===== config.mk =====
export PLATFORM = sky130hd
export DESIGN_NAME = seg7_scan_driver
export DESIGN_NICKNAME = d
export VERILOG_FILES = /design/src/rtl/seg7_scan_driver.sv
export SDC_FILE = /design/constraint.sdc
export NUM_CORES = 1
export LEC_CHECK = 0
export BUFFER_PORTS_ARGS = -buffer_cell sky130_fd_sc_hd__clkbuf_2
export CORE_AREA = 2 2 89 83
export DETAILED_ROUTE_END_ITERATION = 16
export DIE_AREA = 0 0 91 85
export GPL_TIMING_DRIVEN = 0
export PLACE_DENSITY = 0.87
export REMOVE_ABC_BUFFERS = 1
export SLEW_MARGIN = 15
export SYNTH_ARGS = -nofsm -noshare
export SYNTH_HDL_FRONTEND = slang
export SYNTH_SLANG_ARGS = --single-unit
export TNS_END_PERCENT = 30

===== constraint.sdc =====
create_clock -name clk -period 3.1 [get_ports clk]
set_clock_uncertainty 0.1 [all_clocks]
set_input_delay 0.62 -clock clk [delete_from_list [all_inputs] [get_ports clk]]
set_output_delay 0.62 -clock clk [all_outputs]
set_load 0.05 [all_outputs]

===== src/rtl/seg7_scan_driver.sv =====
// Scans four BCD digits onto a 4-digit common-anode 7-segment display.
// Inputs are snapshotted once per frame, and every digit slot is followed by an all-off slot.
module seg7_scan_driver #(
  parameter int REFRESH_DIV = 100_000,
  parameter int BLINK_HALF  = 25_000_000
) (
  input  logic        clk,
  input  logic        reset_n,
  input  logic [15:0] digits,
  input  logic [3:0]  blink_mask,
  input  logic [3:0]  dp_mask,
  output logic [6:0]  seg,
  output logic        dp,
  output logic [3:0]  an,
  output logic        frame_done
);

  localparam int RCW = (REFRESH_DIV > 1) ? $clog2(REFRESH_DIV) : 1;
  localparam int BCW = (BLINK_HALF > 1) ? $clog2(BLINK_HALF) : 1;
  localparam logic [RCW-1:0] REFRESH_LAST = RCW'(REFRESH_DIV - 1);
  localparam logic [BCW-1:0] BLINK_LAST   = BCW'(BLINK_HALF - 1);

  typedef enum logic {
    BLANK = 1'b0,
    SHOW  = 1'b1
  } state_t;

  state_t           state, state_nxt;
  logic [RCW-1:0]   refresh_cnt;
  logic [BCW-1:0]   blink_cnt;
  logic             blink_phase;
  logic [1:0]       idx, idx_nxt;
  logic [15:0]      dig_snap;
  logic [3:0]       blink_snap;
  logic [3:0]       dp_snap;

  logic             tick;
  logic             blink_wrap;
  logic             frame_tick;
  logic [3:0]       cur_dig;
  logic [3:0]       an_p0;
  logic [6:0]       seg_p0;
  logic             dp_p0;

  function automatic logic [6:0] bcd_to_seg(input logic [3:0] v);
    logic [6:0] s;
    case (v)
      4'd0:    s = 7'h40;
      4'd1:    s = 7'h79;
      4'd2:    s = 7'h24;
      4'd3:    s = 7'h30;
      4'd4:    s = 7'h19;
      4'd5:    s = 7'h12;
      4'd6:    s = 7'h02;
      4'd7:    s = 7'h78;
      4'd8:    s = 7'h00;
      4'd9:    s = 7'h10;
      default: s = 7'h7F;
    endcase
    return s;
  endfunction

  assign tick       = (refresh_cnt == REFRESH_LAST);
  assign blink_wrap = (blink_cnt == BLINK_LAST);
  // The frame boundary is the BLANK tick that wraps the digit index back to 0.
  assign frame_tick = tick && (state == BLANK) && (idx == 2'd3);
  assign cur_dig    = dig_snap[{idx, 2'b00} +: 4];

  // Slot and blink timebases
  always_ff @(posedge clk or negedge reset_n) begin
    if (!reset_n) begin
      refresh_cnt <= '0;
      blink_cnt   <= '0;
      blink_phase <= 1'b0;
    end else begin
      refresh_cnt <= tick ? '0 : refresh_cnt + 1'b1;
      blink_cnt   <= blink_wrap ? '0 : blink_cnt + 1'b1;
      if (blink_wrap)
        blink_phase <= ~blink_phase;
    end
  end

  // Per-frame input snapshot
  always_ff @(posedge clk or negedge reset_n) begin
    if (!reset_n) begin
      dig_snap   <= '0;
      blink_snap <= '0;
      dp_snap    <= '0;
    end else if (frame_tick) begin
      dig_snap   <= digits;
      blink_snap <= blink_mask;
      dp_snap    <= dp_mask;
    end
  end

  always_ff @(posedge clk or negedge reset_n) begin
    if (!reset_n) begin
      state <= BLANK;
      idx   <= 2'd3;
    end else begin
      state <= state_nxt;
      idx   <= idx_nxt;
    end
  end

  // Next state and next display values; every tick cycle forces the display dark.
  always_comb begin
    state_nxt = state;
    idx_nxt   = idx;
    an_p0     = 4'b1111;
    seg_p0    = 7'h7F;
    dp_p0     = 1'b1;
    case (state)
      BLANK: begin
        if (tick) begin
          state_nxt = SHOW;
          idx_nxt   = idx + 2'd1;
        end
      end
      SHOW: begin
        if (tick) begin
          state_nxt = BLANK;
        end else begin
          an_p0  = (blink_phase && blink_snap[idx]) ? 4'b1111 : ~(4'b0001 << idx);
          seg_p0 = bcd_to_seg(cur_dig);
          dp_p0  = ~dp_snap[idx];
        end
      end
      default: begin
        state_nxt = BLANK;
      end
    endcase
  end

  // Output register stage
  always_ff @(posedge clk or negedge reset_n) begin
    if (!reset_n) begin
      an         <= 4'b1111;
      seg        <= 7'h7F;
      dp         <= 1'b1;
      frame_done <= 1'b0;
    end else begin
      an         <= an_p0;
      seg        <= seg_p0;
      dp         <= dp_p0;
      frame_done <= frame_tick;
    end
  end

endmodule


Yosys cells after proc, flatten, opt, wreduce, memory -nomap -nowiden
Memories as Yosys holds them, arrays and structs flattened.
Index checks and enable logic that the tools add are counted.
{"block": "word_totals", "reg_bits": 83, "romBits": 112, "inputBits": 26, "output_inout_bits": 13, "wordCells": 46, "memories": 1}
{"block": "classes", "addsub": 3, "order_cmp": 1, "n_eq_ne": 3, "shift": 2, "muxes": 16, "bitwise": 4, "n_reduce_logical": 4}
{"name": "(no name shown)", "words": 16, "word_bits": 7, "read_ports": 1, "rd_ports_with_merged_regs": 0, "wr": 0, "line_no": "47", "text": "case (v)"}
{"cell": "25-bit by 1-bit adder with 25-bit output, second input constant", "count": 1}
{"cell": "25-bit == test, second input constant", "count": 1}
{"cell": "25-bit two-way mux", "count": 1}
{"cell": "17-bit by 1-bit adder with 17-bit output, second input constant", "count": 1}
{"cell": "17-bit == test, second input constant", "count": 1}
{"cell": "17-bit two-way mux", "count": 1}
{"cell": "16-bit by 5-bit indexed part select with 4-bit output", "count": 1}
{"cell": "7-bit two-way mux", "count": 2}
{"cell": "4-bit two-way mux", "count": 3}
{"cell": "1-bit two-way mux", "count": 6}
{"cell": "1-bit binary-select mux with 2-bit select", "count": 2}
{"cell": "4-bit inverter", "count": 1}
{"cell": "1-bit by 2-bit left shift with 4-bit output, first input constant", "count": 1}
{"cell": "1-bit logical AND", "count": 3}
{"cell": "2-bit by 3-bit < comparator with 1-bit output, second input constant", "count": 1}
{"cell": "1-bit inverter", "count": 3}
{"cell": "2-bit by 1-bit adder with 2-bit output, second input constant", "count": 1}
{"cell": "2-bit == test, second input constant", "count": 1}
{"cell": "1-bit case mux with 2 select lines", "count": 1}
{"cell": "2-bit AND reduction", "count": 1}

Longest topological paths before layout
{"block": "logic_depth", "word_depth": 6, "depth_mapped": 9, "mapped_depth_nobuf": 6}

Worst setup path after synthesis
No wires, ideal clock.
{"block": "synth_path", "path_kind": "reg2reg", "startpoint": "register refresh_cnt[0]", "endpoint": "register blink_snap[0]", "setup_time_ns": 0.125, "arrival_time_ns": 2.434, "required_ns": 2.875, "slack_ns": 0.441, "path_stages_with_launch": 10, "period_less_slack_ns": 2.659, "cell_sequence": "dfrtp_1 ha_1 and4_1 clkbuf_1 and4_1 clkbuf_1 ha_1 nand2_1 clkbuf_1 mux2_2"}
{"block": "synth_between", "elab_chain_cells": 3}
{"element": "start: declaration", "line_no": "29", "text": "logic [RCW-1:0] refresh_cnt;"}
{"element": "start signal: assignment", "line_no": "76", "text": "refresh_cnt <= tick ? '0 : refresh_cnt + 1'b1;"}
{"element": "17-bit == test", "line_no": "63", "text": "assign tick = (refresh_cnt == REFRESH_LAST);"}
{"element": "1-bit logical AND (2 in a row)", "line_no": "66", "text": "assign frame_tick = tick && (state == BLANK) && (idx == 2'd3);"}
{"element": "end signal: assignment", "line_no": "91", "text": "blink_snap <= blink_mask;"}
{"element": "end: declaration", "line_no": "34", "text": "logic [3:0] blink_snap;"}
Every way passes these cells.
A chain may end at the register's enable or synchronous reset.

Final worst setup path
{"block": "layout_path", "startpoint": "register refresh_cnt[0]", "endpoint": "register blink_snap[1]"}
Same word-level chain as after synthesis.

==> results by group <==
Outcome
  • Status: finished clean

Placement
  • IO buf count: 38
  • Routability cong.: just under 0.9
  • Hpwl dp: about 5 mm
  • Dpl ws: roughly 0.053 ns

Worst setup path
  • R2R Path End: blink_snap[1]$_DFFE_PN0P_
  • Startpoint types: flop
  • Required time of the critical path: 3.25 ns
  • CP Max Fanout: 25
  • Reg2Reg Depth: 6
  • Crit path capture type: flop
  • R2R setup slack: approximately 0.36 ns
  • Worst EP arrival: between 2 and 3 ns
  • Worst Path Class, Setup: flop to flop
  • R2r startpoint: refresh_cnt[0]$_DFF_PN0_

Timing
  • Post-layout minimum cycle time: between 2 and 3 ns
  • Fmax: approximately 370 MHz
  • Final worst-path cycle share: 88.4%
  • Setup tns final: 0 ns
  • Worst-Margin Slew: a little over 0.9 ns
  • Final-report hold violation count: 0
  • Relative slew slack: 39.1%
  • Fin worst setup slack: about 0.36 ns
  • Slew Limit Fails: 0
  • RSZ-0062 raised after global routing: no
  • Final setup vio count: 0

Route
  • Final wirelength: ~7.5 mm
  • ANT nets after route: 0
  • DR pass1 iterations: 4
  • Via density: 5.71
  • Via count of the routed design: ~2,700
  • Wire per inst: 15.8 µm
  • Residual DRC: 0
  • DR iter-0 viols: 220

Yosys
  • Yosys top cell by area: dfrtp_1
  • Top_reg_cell synth: dfrtp_1
  • Syn avg cell area: between 10 and 15 µm²
  • #FFs+latches synth: 83
  • Synth Instances: 334
  • Number of flops mapped to enable cells by yosys: 0
  • Seq/Total Area, Yosys: a little over half
  • Most frequent cell after synthesis: dfrtp_1
  • Yosys top cell area share: between 40% and 50%
  • Mapped Area: between 3000 and 4000 µm²
  • Yosys synthesis warning count: 0
  • Synth cell types: 42
  • Top cells by count, synth: 69 x dfrtp_1, 24 x mux2_2, 22 x nand2_1, 20 x nor2_1
  • Synth top area cells: dfrtp_1 44%, dfstp_2 9.4%, mux2_2 6.9%
  • Async set-reset flop share out of synthesis: 100%

CTS
  • CTS tree: done
  • Worst-path clk slew: around 0.08 ns
  • Clk_lat worst skew: 0.36 ns
  • CTS buffer count: 9
  • Hold-fix buffers at CTS: 0
  • Root buffer cell: clkbuf_8
  • H-tree levels: 3
  • # clock sinks: 83
  • Max clock buf depth: 2

Die
  • Initial Utilization: approximately 57%
  • DIE AREA: around 7700 µm²
  • Core area: approximately 6800 µm²
  • Boundary pin count: 39
  • Die Ht: approximately 85 µm
  • Num rows: 29
  • Die width: 91 µm

Cells and area
  • # nets final: between 400 and 500
  • Share of cells above drive strength 1: between 20 and 30%
  • Reg area: roughly 2100 µm²
  • Syn-to-layout area delta: 13.4%
  • Area of the multi-input gates: ~1700 µm²
  • Antenna diodes: 0
  • Layout fillers: 519

Hold path
  • Tightest Hold Check Type: input port to asynchronous set/reset pin

Global routing
  • Initial antenna violation count: 0
  • First-pass GRT wire length: approximately 13 mm
  • Vias in the first global route: between 2,000 and 3,000
  • GRT Total Usage: 21.7%
  • Largest net degree at the start of global routing: 60
  • GRT Residual Overflow: 0

Power
  • Pwr dens: 466 nW/µm²
  • IR Drop Worst-Case VDD: roughly 0.38 mV
  • Leak: 1.95 nW

Job
  • Max cap viols: 0
==> cells in the final DEF (no fill, tap or decap), types with 6 or more instances in the layout <==
cell type and count:
nor3_1 7, xor2_1 17, mux2_2 24, dfrtp_1 69, a21oi_1 13, ha_1 12
o21ai_0 13, clkbuf_8 10, nor2_1 20, clkbuf_2 37, xnor2_1 11, inv_1 15
nand4_1 6, dfstp_2 14, nor4_1 6, nand2_1 21, nand3_1 17, mux4_2 6
==> layer usage <==
| layer | vias up | wire length [µm] | global-route usage (%) | share of wire, % |
|---|---|---|---|---|
| met1 | 1344 | 3150 | 28.0 | 42 |
| met2 | 60 | 3820 | 35.9 | 51 |
| met3 | 18 | 311 | 5.33 | 4.2 |
| met4 | 0 | 181 | 8.40 | 2.4 |
| met5 | - | 0 | 0 | 0 |
| li1 | 1266 | - | - | - |
==> through the flow <==
| stage | util [%] | hold WS (ns) | instances | power (mW) | cell area (µm²) |
|---|---|---|---|---|---|
| after detailed placement | 61.5 | 0.360 | 455 | 1.21 | 4200 |
| after global routing | 64.9 | 0.105 | 471 | 2.13 | 4430 |
| after global placement | 61.0 | 0.354 | 454 | 1.20 | 4160 |
| after CTS | 64.8 | 0.106 | 471 | 2.07 | 4420 |
| final | 64.9 | 0.0917 | 471 | 2.06 | 4430 |
| after floorplan | - | 0.224 | 323 | 1.16 | 3850 |
==> layout make-up <==
cell class / instances / share of cell area (%)
Clock buffer: 10 / 3.11
Inverter: 15 / 1.27
Sequential cell: 83 / 47.3
Clock inverter: 6 / 1.98
Tap cell: 93 / 2.63
Multi-Input combinational cell: 225 / 38.7
Timing Repair Buffer: 39 / 4.98
==> sequential cells by signal, indices dropped and copies added, names as in the netlist <==
register	count
an	4
blink_cnt	25
blink_phase	1
blink_snap	4
dig_snap	16
dp	1
dp_snap	4
frame_done	1
idx	2
refresh_cnt	17
seg	7
state	1
==> how the worst max path moves through the flow <==
stage                                   startpoint                        end  slack (ns)  depth (start not counted)
after floorplan           refresh_cnt[0]$_DFF_PN0_  blink_snap[0]$_DFFE_PN0P_        0.56                          6
after global placement    refresh_cnt[0]$_DFF_PN0_    dig_snap[9]$_DFFE_PN0P_        0.14                          6
after detailed placement  refresh_cnt[0]$_DFF_PN0_   dig_snap[14]$_DFFE_PN0P_        0.05                          6
after CTS                 refresh_cnt[0]$_DFF_PN0_  blink_snap[1]$_DFFE_PN0P_        0.05                          6
after global routing      refresh_cnt[0]$_DFF_PN0_   dig_snap[11]$_DFFE_PN0P_        0.18                          6
final                     refresh_cnt[0]$_DFF_PN0_  blink_snap[1]$_DFFE_PN0P_        0.36                          6
==> report_power, final <==
| part | total (mW) | switching (mW) | internal (mW) | leakage, nW |
|---|---|---|---|---|
| combinational | 0.0832 | 0.0446 | 0.0386 | 0.810 |
| clock | 0.870 | 0.393 | 0.477 | 0.117 |
| sequential | 1.11 | 0.00867 | 1.10 | 1.03 |
==> worst max-delay path, stage by stage, from the launching register on <==
cell and delay, ns:
dfrtp_1 0.43, ha_1 0.23, and4_1 0.31, and4_1 0.46, ha_1 0.31, nand2_2 0.36
mux2_2 0.41
==> kinds of logic after synthesis <==
| group | share of synthesized area, % |
|---|---|
| fa+ha+maj | 3.85 |
| xor+xnor | 6.28 |
| simple gates | 17.0 |
| flops | 53.7 |
| mux | 11.2 |
| compound gates | 5.29 |
| buf+inv | 2.76 |
==> timing repair <==
action                     CTS  global route
setup endpoints to repair    0            24
gates resized for setup      0             1
buffers inserted             0             0
No activity file was read; power rests on OpenSTA's default activity.
